File: config.mk
export PLATFORM = sky130hd
export DESIGN_NAME = banked_ram
export DESIGN_NICKNAME = d
export VERILOG_FILES = /design/src/rtl/banked_ram_pkg.sv /design/src/rtl/banked_ram_bank.sv /design/src/rtl/banked_ram.sv
export SDC_FILE = /design/constraint.sdc
export NUM_CORES = 1
export LEC_CHECK = 0
export CAP_MARGIN = 20
export CORE_MARGIN = 8
export CORE_UTILIZATION = 45
export DETAILED_ROUTE_END_ITERATION = 12
export SYNTH_ARGS = -nofsm -noshare
export SYNTH_HDL_FRONTEND = slang
export SYNTH_SLANG_ARGS = --single-unit
File: constraint.sdc
create_clock -name clk -period 2.8 [get_ports clk]
set_input_delay 0.56 -clock clk [delete_from_list [all_inputs] [get_ports clk]]
set_output_delay 0.56 -clock clk [all_outputs]
set_load 0.005 [all_outputs]
File: src/rtl/banked_ram_pkg.sv
// Shared types and derived-width helpers for banked_ram and its ram_bank instances.
package banked_ram_pkg;

    typedef enum logic [0:0] {
        ST_INIT = 1'b0,
        ST_RUN  = 1'b1
    } state_e;

    // Widths never collapse to zero so single-bank or single-row builds still elaborate.
    function automatic int unsigned clog2_min1(input int unsigned n);
        return (n <= 1) ? 1 : $clog2(n);
    endfunction

    function automatic int unsigned bank_sel_w(input int unsigned banks);
        return clog2_min1(banks);
    endfunction

    function automatic int unsigned row_w(input int unsigned depth, input int unsigned banks);
        return clog2_min1(depth / banks);
    endfunction

    function automatic int unsigned byte_cnt(input int unsigned data_w);
        return data_w / 8;
    endfunction

endpackage

File: src/rtl/banked_ram_bank.sv
// ram_bank: one bank of ROWS words, byte-lane write enables, registered read with read enable.
module ram_bank
    import banked_ram_pkg::*;
#(
    parameter int unsigned ROWS   = 8,
    parameter int unsigned ADDR_W = 3,
    parameter int unsigned LANES  = 4,
    parameter int unsigned LANE_W = 8
) (
    input  logic                      clk,
    input  logic                      rst_n,
    input  logic                      i_we,
    input  logic                      i_re,
    input  logic [ADDR_W-1:0]         i_addr,
    input  logic [LANES-1:0]          i_be,
    input  logic [LANES*LANE_W-1:0]   i_wdata,
    output logic [LANES*LANE_W-1:0]   o_rdata
);

    logic [LANES*LANE_W-1:0] r_mem [ROWS];
    logic [LANES*LANE_W-1:0] r_rdata;

    always_ff @(posedge clk) begin
        if (i_we) begin
            for (int unsigned i = 0; i < LANES; i++) begin
                if (i_be[i]) begin
                    r_mem[i_addr][i*LANE_W +: LANE_W] <= i_wdata[i*LANE_W +: LANE_W];
                end
            end
        end
    end

    // Read register only moves on a read, so the bank holds its last word between reads.
    always_ff @(posedge clk or negedge rst_n) begin
        if (!rst_n) begin
            r_rdata <= '0;
        end else if (i_re) begin
            r_rdata <= r_mem[i_addr];
        end
    end

    assign o_rdata = r_rdata;

endmodule

File: src/rtl/banked_ram.sv
// banked_ram: bank-interleaved single-port RAM with byte enables, RD_LAT 1/2 and post-reset zero init.
// Optional per-byte even parity (perr, perr_inj) when PARITY_EN is defined.
module banked_ram
    import banked_ram_pkg::*;
#(
    parameter int unsigned DATA_W = 32,
    parameter int unsigned DEPTH  = 32,
    parameter int unsigned BANKS  = 4,
    parameter int unsigned RD_LAT = 1
) (
    input  logic                     clk,
    input  logic                     rst_n,
    input  logic                     cs,
    input  logic                     we,
    input  logic [$clog2(DEPTH)-1:0] addr,
    input  logic [DATA_W-1:0]        wdata,
    input  logic [DATA_W/8-1:0]      be,
    output logic [DATA_W-1:0]        rdata,
    output logic                     rvalid,
    output logic                     ready
`ifdef PARITY_EN
    ,
    input  logic                     perr_inj,
    output logic                     perr
`endif
);

    localparam int unsigned NB     = byte_cnt(DATA_W);
`ifdef PARITY_EN
    localparam int unsigned LANE_W = 9;
`else
    localparam int unsigned LANE_W = 8;
`endif
    localparam int unsigned SW     = NB * LANE_W;
    localparam int unsigned ROWS   = DEPTH / BANKS;
    localparam int unsigned AW     = $clog2(DEPTH);
    localparam int unsigned BW     = bank_sel_w(BANKS);
    localparam int unsigned RW     = row_w(DEPTH, BANKS);
    localparam int unsigned BSH    = $clog2(BANKS);

    state_e              r_state;
    logic [RW-1:0]       r_row;
    logic                r_v1;
    logic [BW-1:0]       r_sel;

    logic [BW-1:0]       w_bank;
    logic [RW-1:0]       w_row;
    logic                w_run;
    logic                w_rd_req;
    logic [SW-1:0]       w_enc;
    logic [BANKS-1:0]    w_we;
    logic [BANKS-1:0]    w_re;
    logic [RW-1:0]       w_bank_addr;
    logic [NB-1:0]       w_be;
    logic [SW-1:0]       w_wdata;
    logic [SW-1:0]       w_rd [BANKS];
    logic [SW-1:0]       w_mux;
    logic [DATA_W-1:0]   w_data;

    assign w_row    = RW'(addr >> BSH);
    assign w_bank   = BW'(addr & AW'(BANKS - 1));
    assign w_run    = (r_state == ST_RUN);
    assign ready    = w_run;
    assign w_rd_req = w_run & cs & ~we;

    always_ff @(posedge clk or negedge rst_n) begin
        if (!rst_n) begin
            r_state <= ST_INIT;
            r_row   <= '0;
        end else if (r_state == ST_INIT) begin
            r_row <= r_row + 1'b1;
            if (r_row == RW'(ROWS - 1)) begin
                r_state <= ST_RUN;
            end
        end
    end

    always_comb begin
        w_enc = '0;
        for (int unsigned i = 0; i < NB; i++) begin
            w_enc[i*LANE_W +: 8] = wdata[i*8 +: 8];
`ifdef PARITY_EN
            w_enc[i*LANE_W + 8] = (^wdata[i*8 +: 8]) ^ perr_inj;
`endif
        end
    end

    // Init sweeps one row per cycle across every bank at once; all-zero lanes already carry even parity.
    always_comb begin
        w_we        = '0;
        w_re        = '0;
        w_bank_addr = w_row;
        w_be        = be;
        w_wdata     = w_enc;
        if (r_state == ST_INIT) begin
            w_we        = '1;
            w_bank_addr = r_row;
            w_be        = '1;
            w_wdata     = '0;
        end else begin
            w_we[w_bank] = cs & we;
            w_re[w_bank] = cs & ~we;
        end
    end

    for (genvar b = 0; b < BANKS; b++) begin : g_bank
        ram_bank #(
            .ROWS   (ROWS),
            .ADDR_W (RW),
            .LANES  (NB),
            .LANE_W (LANE_W)
        ) u_bank (
            .clk     (clk),
            .rst_n   (rst_n),
            .i_we    (w_we[b]),
            .i_re    (w_re[b]),
            .i_addr  (w_bank_addr),
            .i_be    (w_be),
            .i_wdata (w_wdata),
            .o_rdata (w_rd[b])
        );
    end

    always_ff @(posedge clk or negedge rst_n) begin
        if (!rst_n) begin
            r_v1  <= 1'b0;
            r_sel <= '0;
        end else begin
            r_v1 <= w_rd_req;
            if (w_rd_req) begin
                r_sel <= w_bank;
            end
        end
    end

    assign w_mux = w_rd[r_sel];

`ifdef PARITY_EN
    logic w_perr;
`endif

    always_comb begin
        w_data = '0;
`ifdef PARITY_EN
        w_perr = 1'b0;
`endif
        for (int unsigned i = 0; i < NB; i++) begin
            w_data[i*8 +: 8] = w_mux[i*LANE_W +: 8];
`ifdef PARITY_EN
            w_perr = w_perr | (^w_mux[i*LANE_W +: LANE_W]);
`endif
        end
    end

    if (RD_LAT == 2) begin : g_lat2
        logic [DATA_W-1:0] r_out;
        logic              r_v2;

        always_ff @(posedge clk or negedge rst_n) begin
            if (!rst_n) begin
                r_out <= '0;
                r_v2  <= 1'b0;
            end else begin
                r_v2 <= r_v1;
                if (r_v1) begin
                    r_out <= w_data;
                end
            end
        end

        assign rdata  = r_out;
        assign rvalid = r_v2;
`ifdef PARITY_EN
        logic r_perr;

        always_ff @(posedge clk or negedge rst_n) begin
            if (!rst_n) begin
                r_perr <= 1'b0;
            end else if (r_v1) begin
                r_perr <= w_perr;
            end
        end

        assign perr = r_perr;
`endif
    end else begin : g_lat1
        assign rdata  = w_data;
        assign rvalid = r_v1;
`ifdef PARITY_EN
        assign perr   = w_perr;
`endif
    end

endmodule

; ---- Word level (Yosys, flattened, before mapping)
; Memory sizes are Yosys's and may differ from the RTL's. A register that Yosys moved wholly into a read port is not among the register bits.
; Index checks and enable logic that the tools add are counted.
; W data, S select, Z words.
[word_totals]
ff_bits = 7
mem_bits_rw = 1024
out_inout_bits = 34
elab_cells = 74
n_memories = 4
[classes]
n_addsub = 1
n_lt_le_gt_ge = 3
n_eq_ne = 1
n_mux = 48
n_bitwise = 8
n_reduce_logical = 5
[memory_table]
columns = name, words, word_bits, rd, rd_clocked_by_memory_dff, write_ports, line_no
row1 = g_bank[0].u_bank.r_mem, 8, 32, 1, 1, 1, banked_ram_bank.sv:20  ; logic [LANES*LANE_W-1:0] r_mem [ROWS];
row2 = g_bank[1].u_bank.r_mem, 8, 32, 1, 1, 1, banked_ram_bank.sv:20
row3 = g_bank[2].u_bank.r_mem, 8, 32, 1, 1, 1, banked_ram_bank.sv:20
row4 = g_bank[3].u_bank.r_mem, 8, 32, 1, 1, 1, banked_ram_bank.sv:20
[ops]
columns = op, n
row1 = $mux W32, 3
row2 = $bmux W32 S2, 1
row3 = $mux W1, 39
row4 = $mux W4, 3
row5 = $and A4 B4 Y4, 2
row6 = $and A1 B1 Y1, 4
row7 = $logic_not A1 Y1, 4
row8 = $add A3 B1 Y3 const B, 1
row9 = $eq A3 B3 Y1 const B, 1
row10 = $ge A3 B3 Y1 const B, 1
row11 = $lt A2 B3 Y1 const B, 1
row12 = $mux W3, 1
row13 = $not A2 Y3, 1
row14 = $demux W1 S2, 1
row15 = $ge A2 B1 Y1 const B, 1
row16 = $logic_and A1 B1 Y1, 1
row17 = $not A1 Y1, 1

; ---- Depth between registers and ports, before layout
; Gate-level depths: netlist of run 1.
[depth]
word_depth = 8
depth_mapped = 10
depth_no_buf = 7

; ---- Modules after synthesis
; Synthesis of run 1 repeated with hierarchy kept, for this count alone.
[hier_totals]
cells_unflattened = 2846
hier_area_um2 = 46508.4
[by_module_without_submodules]
columns = mod, n_inst, cells_each, area_per_inst_um2
row1 = ram_bank (g_bank[1].u_bank ...), 3, 685, 11274.6
row2 = ram_bank (g_bank[0].u_bank), 1, 677, 11235.8
row3 = banked_ram, 1, 114, 1448.9

; ---- Worst setup path before layout of run 1
; Ideal clock, no wire load.
[synth_timing]
kind = input to register
start = input addr[3]
end = memory g_bank[2].u_bank.r_mem[0][0] in the netlist's numbering, enable pin
setup_time_ns = 0.370
t_arrival_ns = 2.127
t_required_ns = 2.430
path_slack_ns = 0.303
stages = 9
n_path_buf = 5
cell_sequence = buf_2 -> nor3b_1 -> o21bai_1 -> buf_2 -> buf_4 -> buf_4 -> nand2_2 -> buf_2 -> nor2_1
[synth_between]
elab_chain_cells = 1
[synth_rtl]
columns = element, line_no
row1 = "start, declared", banked_ram.sv:15  ; input logic [$clog2(DEPTH)-1:0] addr,
row2 = $mux W3, banked_ram.sv:95  ; if (r_state == ST_INIT) begin
row3 = "end, declared", banked_ram_bank.sv:20
; No other way between the ends.

; ---- Final worst setup path of run 1
[layout_timing]
start = register r_sel[0]
end = output rdata[31]
[layout_between]
elab_chain_cells = 4
[layout_rtl]
columns = element, line_no
row1 = "start, declared", banked_ram.sv:44  ; logic [BW-1:0] r_sel;
row2 = "start signal, assigned", banked_ram.sv:131  ; r_sel <= w_bank;
row3 = $not A2 Y3 (not written as such), banked_ram.sv:136  ; assign w_mux = w_rd[r_sel];
row4 = $bmux W32 S2, banked_ram.sv:136
row5 = $mux W32 (not written as such) (2 in a row), banked_ram.sv:136
row6 = "end, declared", banked_ram.sv:18  ; output logic [DATA_W-1:0] rdata,
; No other way between the ends. The select of a mux whose other input is x is not followed.

==> qor.txt, run 1 <==
status -> finished, final reports clean
Worst-path clk slew -> 60 ps
clock insertion delay at the later pin of the skew report -> 680 ps
Sink Count -> 1159
CTS root buf -> clkbuf_16
Post-Layout Cell Count -> 4163
H-Tree Depth -> 3
TritonRoute pass-1 iters -> 8
Final Critical Period -> 2750 ps
final hold violations -> 0
share of the synthesized area in the top cell type -> 70.8%
grt total ovfl -> 0
Data required, critical path -> 2240 ps
io pins -> 79
top post-synthesis cells by count -> edfxtp_1, a221oi_1, dfrtp_1
Die Height -> 327 um
actual slew at the worst max-slew pin -> 646 ps
WL/cell -> 30.2 um
total power -> 37100 uW
Post-DP Area -> 48100 um^2
Layout fillers -> 7554
Mapped Area -> 43400 um^2
Synth warnings -> 0
syn nets -> 2519
cts bufs inserted -> 109
Layout area overhead -> 19.1%
GPL Wtd Cong -> 0.827
Largest stage delay, worst path -> 620 ps
Max FO, Critical Path -> 5
Final Slew Violations -> 0
hold crit path type -> in2async
Max-slew headroom -> 56.9%
Port Buffers -> 78
placed cells -> 3947
Starting Density -> 45.1%
drt initial violations -> 3873
Post-Syn Instances -> 2472
syn_area_per_cell -> 17.6 um^2
Critical Path Slowest Stage Cell -> mux4_2
Layout Nets -> 2842
row count -> 114
largest net degree at the start of global routing -> 55
cell taking the most area after synthesis -> edfxtp_1
count leader, synth -> edfxtp_1
post-route cell area -> 51700 um^2
upper clock frequency limit -> 0.364 GHz
first-pass GRT wire length -> 184000 um
kind of critical path -> reg2out
RSZ-0062 raised after global routing -> false
sequential area share after synthesis -> 78.6%
post-DR vias/cell -> 6.30
ANT nets after route -> 0
via count -> 26200
Peak VDD IR -> 0.480 mV
# diodes -> 0
critical path launch point type -> register
Layout Skew -> 21.6 ps
CTS tree -> done
share of post-route cells with drive strength above 1 -> 20.6%
Top FF cell, synth -> edfxtp_1
Synth cell types -> 55
number of flops mapped to enable cells by yosys -> 1024
PwrDens -> 718 nW/um^2
met2 usage -> 36.8%
CP Capture Type -> primary output
maximum capacitance violations -> 0
Worst Path Arrival -> 2190 ps
Top cell by count, worst path -> buf_12
flip-flop and latch area -> 34100 um^2
met1 global-route usage -> 32.7%
Area contributors post-synth -> edfxtp_1, dfrtp_1, a221oi_1
overall routing resource usage -> 23.1%
Period Utilization, post-route -> 98.2%
final wirelength -> 126000 um
Clock Tree Buf Depth -> 3
GR Util met3 -> 4.38%
Multi-input gate area -> 8440 um^2
GRT busiest layer -> met2
# DRC -> 0
initial antenna violation count -> 2
final setup violation count -> 0
vias in the first global route -> 26300
die width -> 327 um
Leakage -> 0.0167 uW
Synth async-reset ratio -> 11.6%
Yosys reg bits -> 1159
Core Region -> 96100 um^2
die area -> 107000 um^2
DP Wirelength -> 76300 um
CP cell instances -> buf_12, buf_12, mux4_2, clkdlybuf4s15_1
==> where the power goes <==
group          switching (uW)  leakage, uW  internal, uW
logic                    1640      0.00424          1260
clock network            6280      0.00173          8260
registers                 413       0.0107         19200
total                    8330       0.0167         28800
==> layout make-up <==
class	instances	area share, %
Sequential cell	1159	66.0
Multi-Input combinational cell	1113	16.3
Timing Repair Buffer	410	7.72
Clock buffer	138	5.70
Tap cell	1276	3.09
Clock inverter	65	1.10
Inverter	2	0.0145
==> worst max-delay path: cells and delay by family (launching register included) <==
| kind | cells | cell delay (ps) |
|---|---|---|
| multiplexers | 1 | 620 |
| buffers and inverters | 3 | 530 |
| flip-flops | 1 | 370 |
==> flip-flops by register name, indices dropped and copies added (netlist names) <==
| signal | cells |
|---|---|
| rvalid | 1 |
| r_sel | 2 |
| r_row | 3 |
| g_bank.u_bank.o_rdata | 128 |
| g_bank.u_bank.r_mem | 1024 |
| ready | 1 |
==> placed cells by master, fill, tap and decap left out, types with 8 or more instances in the layout <==
cell type | netlist | layout
a222oi_1 | 124 | 124
buf_4 | 6 | 266
clkdlybuf4s15_1 | 0 | 9
bufinv_16 | 0 | 9
o21a_1 | 95 | 95
clkinv_2 | 0 | 32
a21oi_1 | 115 | 115
nand2b_1 | 9 | 9
and2_1 | 36 | 35
dfrtp_1 | 135 | 132
nand4_1 | 15 | 15
clkbuf_16 | 0 | 110
buf_2 | 88 | 15
mux4_2 | 32 | 32
clkbuf_8 | 0 | 9
clkbuf_1 | 94 | 19
o22a_1 | 31 | 31
o2111ai_1 | 46 | 46
buf_6 | 7 | 8
nor2_1 | 133 | 131
a22oi_1 | 26 | 26
a221oi_2 | 10 | 10
clkdlybuf4s50_1 | 0 | 45
edfxtp_1 | 1024 | 1024
a221oi_1 | 195 | 195
clkinv_1 | 0 | 14
o211ai_1 | 49 | 49
nand3_1 | 74 | 74
buf_12 | 0 | 61
nand2_1 | 76 | 73
==> worst paths after layout <==
| kind | start | to | slack, ps | depth (start not counted) |
|---|---|---|---|---|
| setup / recovery | r_sel[0]$_DFFE_PN0P_ | rdata[31] | 50 | 4 |
| hold / removal | rst_n | g_bank[0].u_bank.o_rdata[9]$_DFFE_PN0P_ | 460 | 2 |
| setup reg to reg | ready$_DFF_PN0_ | g_bank[3].u_bank.o_rdata[2]$_DFFE_PN0P_ | 250 | 9 |
| hold reg to reg | g_bank[1].u_bank.o_rdata[26]$_DFFE_PN0P_ | g_bank[1].u_bank.o_rdata[26]$_DFFE_PN0P_ | 490 | 1 |
| max in group asynchronous | rst_n | g_bank[1].u_bank.o_rdata[18]$_DFFE_PN0P_ | 1560 | 3 |
| min in group clk | g_bank[1].u_bank.o_rdata[26]$_DFFE_PN0P_ | g_bank[1].u_bank.o_rdata[26]$_DFFE_PN0P_ | 490 | 1 |
==> metrics by stage <==
step / TNS, ps / hold slack (ps) / worst slack [ps] / utilization, %
2_1_floorplan: 0 / 264 / 303 / -
3_3_place_gp: -4780 / 468 / -74.5 / 50.0
3_5_place_dp: -24010 / 476 / -174 / 50.0
4_1_cts: -284 / 451 / -66.2 / 53.8
5_1_grt: 0 / 507 / 4.10 / 53.8
6_report: 0 / 461 / 49.7 / 53.8
==> cell families after synthesis <==
| logic type | synth area share, % |
|---|---|
| flops | 78.6 |
| compound gates | 13.4 |
| simple gates | 3.96 |
| buf+inv | 2.16 |
| mux | 1.76 |
| fa+ha+maj | 0.0576 |
| xor+xnor | 0.0202 |
==> per-layer routing <==
layer  wire, um  up-vias  share of wire, %
met2      59100     1486                47
met1      51300    13500                41
li1           -    11000                 -
met3      12300      202               9.7
met5          0        -                 0
met4       3110        0               2.5
==> repair_timing <==
| item | CTS | global route |
|---|---|---|
| pin swaps | 0 | 0 |
| hold buffers | 1 | 0 |
| gates cloned | 3 | 0 |
| endpoints found under the hold margin | 42 | 0 |
| buffers inserted | 11 | 0 |
| endpoints found under the setup margin | 32 | 10 |
| resized for setup | 112 | 2 |
(Power assumes the default switching activity.)
==> run 2: changes to the inputs <==
Clock period 2.8 ns to 2.67 ns, I/O delays scaled along.
==> qor.txt, run 2 (synthesized netlist as in run 1, its figures left out) <==
Cell Int Power -> 31300 uW (+8.7%)
DP Wirelength -> 77000 um (+0.92%)
Leakage -> 0.0170 uW (+1.7%)
clock insertion delay at the later pin of the skew report -> 690 ps (about the same)
max reg flops -> 1024 (unchanged)
final hold violations -> 0 (unchanged)
Reg power frac -> 51.2% (-1.8 points)
switching part of the total -> 22.5% (+0.053 points)
most frequent cells in the layout -> edfxtp_1, buf_4, a221oi_1
CTS root buf -> clkbuf_16
Period Utilization, post-route -> 99.7%
Clock Tree Buf Depth -> 3 (unchanged)
die width -> 327 um (unchanged)
Final Critical Period -> 2660 ps
upper clock frequency limit -> 0.376 GHz
first-pass GRT wire length -> 185000 um (+0.38%)
# DRC -> 0 (unchanged)
Top cell by count, worst path -> buf_12
kind of critical path -> reg2out
critical path launch point type -> register
initial antenna violation count -> 4 (+2)
ANT nets after route -> 0 (unchanged)
CP Capture Type -> primary output
maximum capacitance violations -> 0 (unchanged)
cts bufs inserted -> 113 (+3.7%)
Layout Nets -> 2865 (+0.81%)
Setup WS pre-CTS -> -166 ps (+8.52 ps)
Comb power frac -> 7.6% (-0.2 points)
post-DR vias/cell -> 6.30 (about the same)
RSZ-0062 raised after global routing -> true
Top reg by flops -> g_bank.u_bank.r_mem
drt initial violations -> 3682 (-4.9%)
row count -> 114 (unchanged)
GPL Wtd Cong -> 0.828 (+0.22%)
Core Region -> 96100 um^2 (unchanged)
share of post-route cells with drive strength above 1 -> 21.5% (+0.93 points)
status -> finished, final reports clean
TritonRoute pass-1 iters -> 8 (unchanged)
fin util -> 54.4% (+0.63 points)
vias in the first global route -> 26800 (+1.8%)
io pins -> 79 (unchanged)
clock power share -> 41.2% (+2.0 points)
R2R setup slack -> 270 ps (+20 ps)
largest net degree at the start of global routing -> 57 (+3.6%)
Layout Skew -> 19.3 ps (-2.37 ps)
die area -> 107000 um^2 (unchanged)
WL/cell -> 30.4 um (+0.58%)
NetSw -> 9080 uW (+9.0%)
Max FO, Critical Path -> 5 (unchanged)
most common cell after layout, fill and taps aside -> edfxtp_1
final setup violation count -> 0 (unchanged)
Peak VDD IR -> 0.453 mV (-5.5%)
Die Height -> 327 um (unchanged)
Port Buffers -> 78 (unchanged)
Data required, critical path -> 2140 ps (-100 ps)
Sink Count -> 1159 (unchanged)
PwrDens -> 771 nW/um^2 (+7.5%)
Layout area overhead -> 20.5%
grt total ovfl -> 0 (unchanged)
H-Tree Depth -> 3 (unchanged)
overall routing resource usage -> 23.4% (+0.25 points)
CTS tree -> done
via count -> 26400 (+0.69%)
final wirelength -> 127000 um (+1.3%)
CP cell instances -> buf_12, buf_12, mux4_2, buf_6
Final Slew Violations -> 0 (unchanged)
Critical Path Slowest Stage Cell -> mux4_2
Starting Density -> 45.1% (unchanged)
CP Buf/Inv Count -> 3 (unchanged)
Max-slew headroom -> 50.8% (-6.1 points)
final worst slack -> 8.28 ps (-41.4 ps)
Worst-path clk slew -> 60 ps (about the same)
Worst Path Arrival -> 2130 ps (-60 ps)
Layout fillers -> 7407 (-1.9%)
actual slew at the worst max-slew pin -> 735 ps (+89.4 ps)
hold crit path type -> in2async
delay-heaviest family, CP -> multiplexers
Largest stage delay, worst path -> 610 ps (about the same)
-- run 2: power groups by stage --
stage | clock (uW) | combinational (uW) | sequential, uW
global route | 17400 | 3250 | 20700
detailed placement | 0 | 3060 | 21000
finish | 16600 | 3070 | 20700
CTS | 16800 | 3080 | 20600
global placement | 0 | 3020 | 21000
floorplan | 0 | 1510 | 20700
-- run 2: per-layer routing --
metal  track usage, %  wire length [um]
met1             31.5             50400
met2             37.0             59500
met3             5.66             13100
met4             8.63              4370
met5            0.498               127
-- run 2: worst paths after layout --
| path | endpoint | cells past startpoint | start |
|---|---|---|---|
| max | rdata[31] | 4 | r_sel[0]$_DFFE_PN0P_ |
| min | g_bank[1].u_bank.o_rdata[12]$_DFFE_PN0P_ | 2 | rst_n |
| max reg2reg | g_bank[3].u_bank.o_rdata[7]$_DFFE_PN0P_ | 8 | ready$_DFF_PN0_ |
| min reg2reg | g_bank[2].u_bank.o_rdata[18]$_DFFE_PN0P_ | 1 | g_bank[2].u_bank.o_rdata[18]$_DFFE_PN0P_ |
| max in group asynchronous | g_bank[1].u_bank.o_rdata[6]$_DFFE_PN0P_ | 3 | rst_n |
| min in group clk | g_bank[2].u_bank.o_rdata[18]$_DFFE_PN0P_ | 1 | g_bank[2].u_bank.o_rdata[18]$_DFFE_PN0P_ |
-- run 2: area by class of cell --
type / instances / area (um^2) / share of cell area [%]
clock inverters: 75 / 897 / 1.72
clock buffers: 138 / 2980 / 5.70
repair buffers: 429 / 4230 / 8.09
inverters: 2 / 7.51 / 0.0144
well taps: 1276 / 1600 / 3.05
diodes: 1 / 2.50 / 0.00479
flip-flops and latches: 1159 / 34100 / 65.3
multi-input cells: 1113 / 8440 / 16.1
-- run 2: metrics by stage --
| stage | TNS [ps] | total power, uW | cells | hold slack [ps] | cell area [um^2] |
|---|---|---|---|---|---|
| 2_1_floorplan | 0 | 22200 | 2472 | 238 | 43400 |
| 3_3_place_gp | -3820 | 24000 | 3971 | 468 | 48300 |
| 3_5_place_dp | -5820 | 24100 | 3971 | 477 | 48300 |
| 4_1_cts | -1390 | 40500 | 4194 | 338 | 52300 |
| 5_1_grt | -180 | 41300 | 4192 | 374 | 52300 |
| 6_report | 0 | 40300 | 4193 | 358 | 52300 |
-- run 2: worst register-to-register path, cell delays in order, from the launching register on --
cell and delay [ps]:
dfrtp_2 410, buf_4 200, buf_12 170, o31ai_4 560
buf_12 310, buf_4 210, a221oi_1 80, o211ai_1 230
o21a_1 170
-- run 2: timing repair --
| item | 4_1_cts | 5_1_grt |
|---|---|---|
| endpoints found under the hold margin | 24 | 0 |
| gates cloned | 3 | 0 |
| buffers inserted | 6 | 0 |
| pin swaps | 0 | 0 |
| hold buffers | 1 | 0 |
| setup endpoints to repair | 33 | 27 |
| resized for setup | 142 | 4 |
